**config.mk**
```make
export PLATFORM = sky130hd
export DESIGN_NAME = mc_controller
export DESIGN_NICKNAME = d
export VERILOG_FILES = /design/src/rtl/mc_controller.sv
export SDC_FILE = /design/constraint.sdc
export NUM_CORES = 1
export LEC_CHECK = 0
export CORE_ASPECT_RATIO = 0.7
export CORE_MARGIN = 4
export CORE_UTILIZATION = 44
export CTS_CLUSTER_DIAMETER = 80
export DETAILED_ROUTE_END_ITERATION = 7
export GPL_ROUTABILITY_DRIVEN = 0
export HOLD_SLACK_MARGIN = 0.15
export PLACE_DENSITY_LB_ADDON = 0.2
export RECOVER_POWER = 100
export SLEW_MARGIN = 5
export SYNTH_ARGS = -nofsm -noshare
export SYNTH_HDL_FRONTEND = slang
export SYNTH_SLANG_ARGS = --single-unit
```
**constraint.sdc**
```tcl
create_clock -name clk -period 3 [get_ports clk]
set_clock_uncertainty 0.15 [all_clocks]
set_input_delay 0.6 -clock clk [delete_from_list [all_inputs] [get_ports clk]]
set_output_delay 0.6 -clock clk [all_outputs]
set_load 0.1 [all_outputs]
```
**src/rtl/mc_controller.sv**
```systemverilog
// Multicycle control unit: main sequencing FSM, ALU decoder and condition/flag logic
// for a shared-memory, shared-ALU ARM datapath.
module mc_controller (
    input  logic       clk,
    input  logic       reset,
    input  logic [3:0] Cond,
    input  logic [1:0] Op,
    input  logic [5:0] Funct,
    input  logic [3:0] Rd,
    input  logic [3:0] ALUFlags,
    output logic       PCWrite,
    output logic       MemWrite,
    output logic       RegWrite,
    output logic       IRWrite,
    output logic       AdrSrc,
    output logic       ALUSrcA,
    output logic [1:0] ALUSrcB,
    output logic [1:0] ResultSrc,
    output logic [1:0] ALUControl,
    output logic [1:0] ImmSrc,
    output logic [1:0] RegSrc
);

    typedef enum logic [3:0] {
        FETCH, DECODE, MEMADR, MEMRD, MEMWB, MEMWR, EXECR, EXECI, ALUWB, BRANCH
    } state_t;

    state_t     r_state;
    logic [3:0] r_flags;
    logic       r_condexr;

    logic       w_nextpc, w_branch, w_regw, w_memw, w_irw, w_aluop;
    logic       w_cmd_nowrite, w_nowrite, w_condex;
    logic [1:0] w_flagw;
    logic [1:0] w_alu_ctrl;
    logic [3:0] w_cmd;
    logic       w_n, w_z, w_c, w_v;

    assign w_cmd = Funct[4:1];
    assign {w_n, w_z, w_c, w_v} = r_flags;

    always_ff @(posedge clk or posedge reset) begin
        if (reset) begin
            r_state   <= FETCH;
            r_flags   <= '0;
            r_condexr <= 1'b1;
        end else begin
            case (r_state)
                FETCH:  r_state <= DECODE;
                DECODE: begin
                    r_condexr <= w_condex;
                    case (Op)
                        2'b01:   r_state <= MEMADR;
                        2'b00:   r_state <= Funct[5] ? EXECI : EXECR;
                        2'b10:   r_state <= BRANCH;
                        default: r_state <= FETCH;
                    endcase
                end
                MEMADR: r_state <= Funct[0] ? MEMRD : MEMWR;
                MEMRD:  r_state <= MEMWB;
                EXECR, EXECI: begin
                    if (w_flagw[1] & r_condexr) r_flags[3:2] <= ALUFlags[3:2];
                    if (w_flagw[0] & r_condexr) r_flags[1:0] <= ALUFlags[1:0];
                    r_state <= ALUWB;
                end
                default: r_state <= FETCH;
            endcase
        end
    end

    always_comb begin
        w_nextpc  = 1'b0;
        w_branch  = 1'b0;
        w_regw    = 1'b0;
        w_memw    = 1'b0;
        w_irw     = 1'b0;
        w_aluop   = 1'b0;
        AdrSrc    = 1'b0;
        ALUSrcA   = 1'b0;
        ALUSrcB   = 2'b00;
        ResultSrc = 2'b00;
        case (r_state)
            FETCH: begin
                ALUSrcA   = 1'b1;
                ALUSrcB   = 2'b10;
                ResultSrc = 2'b10;
                w_irw     = 1'b1;
                w_nextpc  = 1'b1;
            end
            DECODE: begin
                ALUSrcA   = 1'b1;
                ALUSrcB   = 2'b10;
                ResultSrc = 2'b10;
            end
            MEMADR: ALUSrcB = 2'b01;
            MEMRD:  AdrSrc  = 1'b1;
            MEMWB: begin
                ResultSrc = 2'b01;
                w_regw    = 1'b1;
            end
            MEMWR: begin
                AdrSrc = 1'b1;
                w_memw = 1'b1;
            end
            EXECR: w_aluop = 1'b1;
            EXECI: begin
                ALUSrcB = 2'b01;
                w_aluop = 1'b1;
            end
            ALUWB:  w_regw = 1'b1;
            BRANCH: begin
                ALUSrcB   = 2'b01;
                ResultSrc = 2'b10;
                w_branch  = 1'b1;
            end
            default: ;
        endcase
    end

    // NoWrite is derived from the held cmd bits rather than ALUOp, since ALUWB runs with ALUOp=0;
    // it is confined to ALUWB so LDR address-mode bits in MEMWB never suppress the load.
    always_comb begin
        w_alu_ctrl    = 2'b00;
        w_cmd_nowrite = 1'b1;
        case (w_cmd)
            4'b0100: begin w_alu_ctrl = 2'b00; w_cmd_nowrite = 1'b0; end
            4'b0010: begin w_alu_ctrl = 2'b01; w_cmd_nowrite = 1'b0; end
            4'b0000: begin w_alu_ctrl = 2'b10; w_cmd_nowrite = 1'b0; end
            4'b1100: begin w_alu_ctrl = 2'b11; w_cmd_nowrite = 1'b0; end
            4'b1010: w_alu_ctrl = 2'b01;
            4'b1000: w_alu_ctrl = 2'b10;
            default: w_alu_ctrl = 2'b00;
        endcase
    end

    assign ALUControl = w_aluop ? w_alu_ctrl : 2'b00;
    assign w_flagw[1] = w_aluop & Funct[0];
    assign w_flagw[0] = w_aluop & Funct[0] & ~ALUControl[1];
    assign w_nowrite  = (r_state == ALUWB) & w_cmd_nowrite;

    always_comb begin
        case (Cond)
            4'b0000: w_condex = w_z;
            4'b0001: w_condex = ~w_z;
            4'b0010: w_condex = w_c;
            4'b0011: w_condex = ~w_c;
            4'b0100: w_condex = w_n;
            4'b0101: w_condex = ~w_n;
            4'b0110: w_condex = w_v;
            4'b0111: w_condex = ~w_v;
            4'b1000: w_condex = w_c & ~w_z;
            4'b1001: w_condex = ~w_c | w_z;
            4'b1010: w_condex = (w_n == w_v);
            4'b1011: w_condex = (w_n != w_v);
            4'b1100: w_condex = ~w_z & (w_n == w_v);
            4'b1101: w_condex = w_z | (w_n != w_v);
            4'b1110: w_condex = 1'b1;
            default: w_condex = 1'b0;
        endcase
    end

    assign RegWrite = ~reset & w_regw & r_condexr & ~w_nowrite;
    assign MemWrite = ~reset & w_memw & r_condexr;
    assign IRWrite  = ~reset & w_irw;
    assign PCWrite  = ~reset & (w_nextpc | (w_branch & r_condexr) |
                                (w_regw & (Rd == 4'd15) & r_condexr & ~w_nowrite));
    assign ImmSrc   = Op;
    assign RegSrc   = {Op == 2'b01, Op == 2'b10};

endmodule

```
==> flow_summary.yaml <==
detailed_routing:
  routed_via_density: 5.44
  drtAntennaViolNets: 0
  vias_after_detailed_routing: 854
  drt_first_pass_iters: 4
  drtIter0Drc: 16
  routed_wire_length_per_instance_um: 14.8
  remaining_drc_errors: 0
  drt-total-wl_um: 2320
logic_synthesis:
  post_synth_main_area_contributors: "sky130_fd_sc_hd__dfrtp_1 (24%), sky130_fd_sc_hd__mux2_2 (8.2%), sky130_fd_sc_hd__nor3_1 (5.5%), sky130_fd_sc_hd__nor2_1 (4.6%), sky130_fd_sc_hd__a21oi_1 (3.6%)"
  yosysWarnings: 0
  syn_nets: 123
  syn_inst: 101
  ys_ff_latch: 9
  synth_enable_flop_cells: 0
  synth.yosys.seq_area_share: 0.275
  ys_async_sr_fraction: 1.00
  ys_top_cells_by_count: "sky130_fd_sc_hd__nor2_1 (10), sky130_fd_sc_hd__nor3_1 (9), sky130_fd_sc_hd__dfrtp_1 (8)"
  synth_top_cell_area_share: 0.243
  post-synth-top-count-cell: "sky130_fd_sc_hd__nor2_1"
  post_synth_instance_area_um2: 825
  synthDominantAreaCellType: "sky130_fd_sc_hd__dfrtp_1"
  synth-main-ff-cell: "sky130_fd_sc_hd__dfrtp_1"
  synthesis.area_per_instance_um2: 8.16
  ys_types: 39
worst_setup_path:
  worst-endpoint-required_ns: 2.25
  worstSetupEndpointType: "output pin"
  max_stage_delay_ns: 0.50
  worstPathArrival_ns: 2.13
  worstPathBufferInverterCount: 3
  critical_path_peak_fanout: 3
  category_of_the_critical_setup_timing_path: "input port to output pin"
  critical_path.slowest_cell: "sky130_fd_sc_hd__clkdlybuf4s50_1"
  startpoint_type: "input port"
  regToRegStartpoint: "r_state[3]"
  path_cells: "clkdlybuf4s50_1 -> inv_1 -> a211oi_1 -> and3_1 -> clkbuf_4"
  critical-path-top-delay-family: "buffers and inverters"
  worstSetupStartpoint: "Funct[4]"
cts:
  cts_made_buffers: 3
  ctsRootBufferMaster: "sky130_fd_sc_hd__clkbuf_4"
  clk_latency_ns: 0.26
  clkTransAtPathRegs_ns: 0.06
  cts_sink_count: 9
  cts-htree-levels: 1
  cts_hold_buf: 0
  cts_resized: 0
  cts_post_setup_buffers_inserted: 0
  tritoncts_clock_tree: "yes"
  clock_tree.buffer_depth: 2
floorplanning:
  start_util: 0.490
  ioPinCount: 38
  core_area_um2: 1680
  row_cnt: 12
  fp.dieH_um: 44.2
  die_w_um: 59.7
  die_footprint_um2: 2640
pwr:
  ir_worst_vdd_v: 0.000990
  switching_power_w: 0.000841
  comb_power_share: 0.731
  power_switching_share: 0.633
  power_w: 0.00133
  seqPwrFrac: 0.201
  power.leakage_nw: 0.529
  share_clk_of_total_power: 0.068
  power.internal_w: 0.000487
  powerDensity_nw_per_um2: 1070
sta:
  slew-limit-headroom: 0.631
  final_hold_viol_count: 0
  maxSlewViolCount: 0
  final_min_period_over_clock_period: 0.959
  max_freq_ghz: 0.348
  rsz_0062_raised_after_global_routing: "no"
  setup_total_negative_slack_ns: 0
  report.final.setup_viol: 0
  worstMarginPinSlew_ns: 0.556
  layout_min_cycle_time_ns: 2.88
min_path:
  hold_path_class: "register to register"
  hold_path_startpoint: "r_condexr"
global_routing:
  grt_max_degree: 18
  antenna_found_initial: 0
  globalRoute.totalOverflow: 0
  first_pass_grt_wire_length_um: 3640
  grt_pass1_vias: 804
  groute.usage.overall: 0.184
finish:
  filler_cell_count: 128
  area_growth_syn_to_layout_pct: 50.7
  final_layout_size_suffix_gt1_frac: 0.272
  antenna_cells: 0
  final_design_area_no_fill_um2: 1240
  fin_util: 0.739
  finalNonFillerCells: 157
  layout.nets: 159
placement:
  placed_cell_area_um2: 1330
  dpl.cell_count: 153
  dp_hpwl_um: 1910
  buffer_ports.inserted: 37
job:
  maxCapViolCount: 0
status:
  outcome: "finished clean"
-- cell families (layout without fill, tap and decap cells) --
family | Yosys count | in the layout | share of synthesized area
AO/OA/AOI/OAI | 25 | 25 | 0.199
XOR/XNOR | 3 | 3 | 0.0319
buffers and inverters | 12 | 47 | 0.0743
flip-flops | 9 | 9 | 0.275
multiplexers | 8 | 8 | 0.106
AND/OR/NAND/NOR | 44 | 44 | 0.314
-- worst paths after layout --
kind	endpoint	slack, ns	cells after the start
worst max register to register	r_flags[1]	1.12	4
worst min register to register	r_condexr	0.43	2
worst min-delay path	r_condexr	0.43	2
max in group asynchronous	r_condexr	1.91	2
worst max-delay path	ALUControl[1]	0.12	5
min in group asynchronous	r_state[2]	0.50	2
-- through the flow --
step	setup slack, ns	hold slack, ns
detailed placement	0.0500	0.419
finish	0.123	0.433
global route	0.0814	0.470
CTS	0.0479	0.430
global placement	0.145	0.411
floorplan	-0.696	0.277
-- power by group through the flow --
stage	Combinational (W)	Clock (W)	Sequential (W)
after global routing	0.00102	0.0000985	0.000276
after CTS	0.00106	0.0000930	0.000264
after floorplan	0.000831	0	0.000226
after detailed placement	0.00106	0	0.000266
final	0.000971	0.0000903	0.000268
after global placement	0.00104	0	0.000261
-- metal layers --
layer / GRT usage / vias up / part of all wire
met4: 0.0531 / 0 / 0.0043
met2: 0.338 / 19 / 0.50
met5: 0 / - / 0
met3: 0.0262 / 2 / 0.047
met1: 0.220 / 393 / 0.45
li1: - / 440 / -
-- layout by cell type (no fill, tap or decap), drive strengths merged, types with 2 or more instances in the layout --
master         instances
xnor2                  2
dfrtp                  8
a22o                   2
clkdlybuf4s50         17
inv                    4
nor2                  10
nand2                  3
or2                    2
nor2b                  4
nor3b                  2
o21ai                  5
buf                    7
a21oi                  7
a211oi                 2
mux2                   6
dlygate4sd3            3
nand3b                 2
mux2i                  2
nand2b                 3
o211ai                 3
nor3                  10
clkbuf                15
a31oi                  3
-- tightest hold or removal path, cell delays in order (launching register included) --
cell,delay [ns]
sky130_fd_sc_hd__dfstp_2,0.39
sky130_fd_sc_hd__a21oi_1,0.12
sky130_fd_sc_hd__a31oi_1,0.06
-- sequential cells by signal, indices dropped and copies added, names as in the netlist --
name / cells
r_condexr: 1
r_flags: 4
r_state: 4
-- layout make-up --
type / instances / area [um^2] / share of cell area
repair buffers: 39 / 384 / 0.309
flip-flops and latches: 9 / 226 / 0.182
clock buffers: 4 / 26.3 / 0.0211
multi-input cells: 80 / 564 / 0.454
well taps: 21 / 26.3 / 0.0211
inverters: 4 / 15.0 / 0.0121
Power figures use the tool's default switching activity.
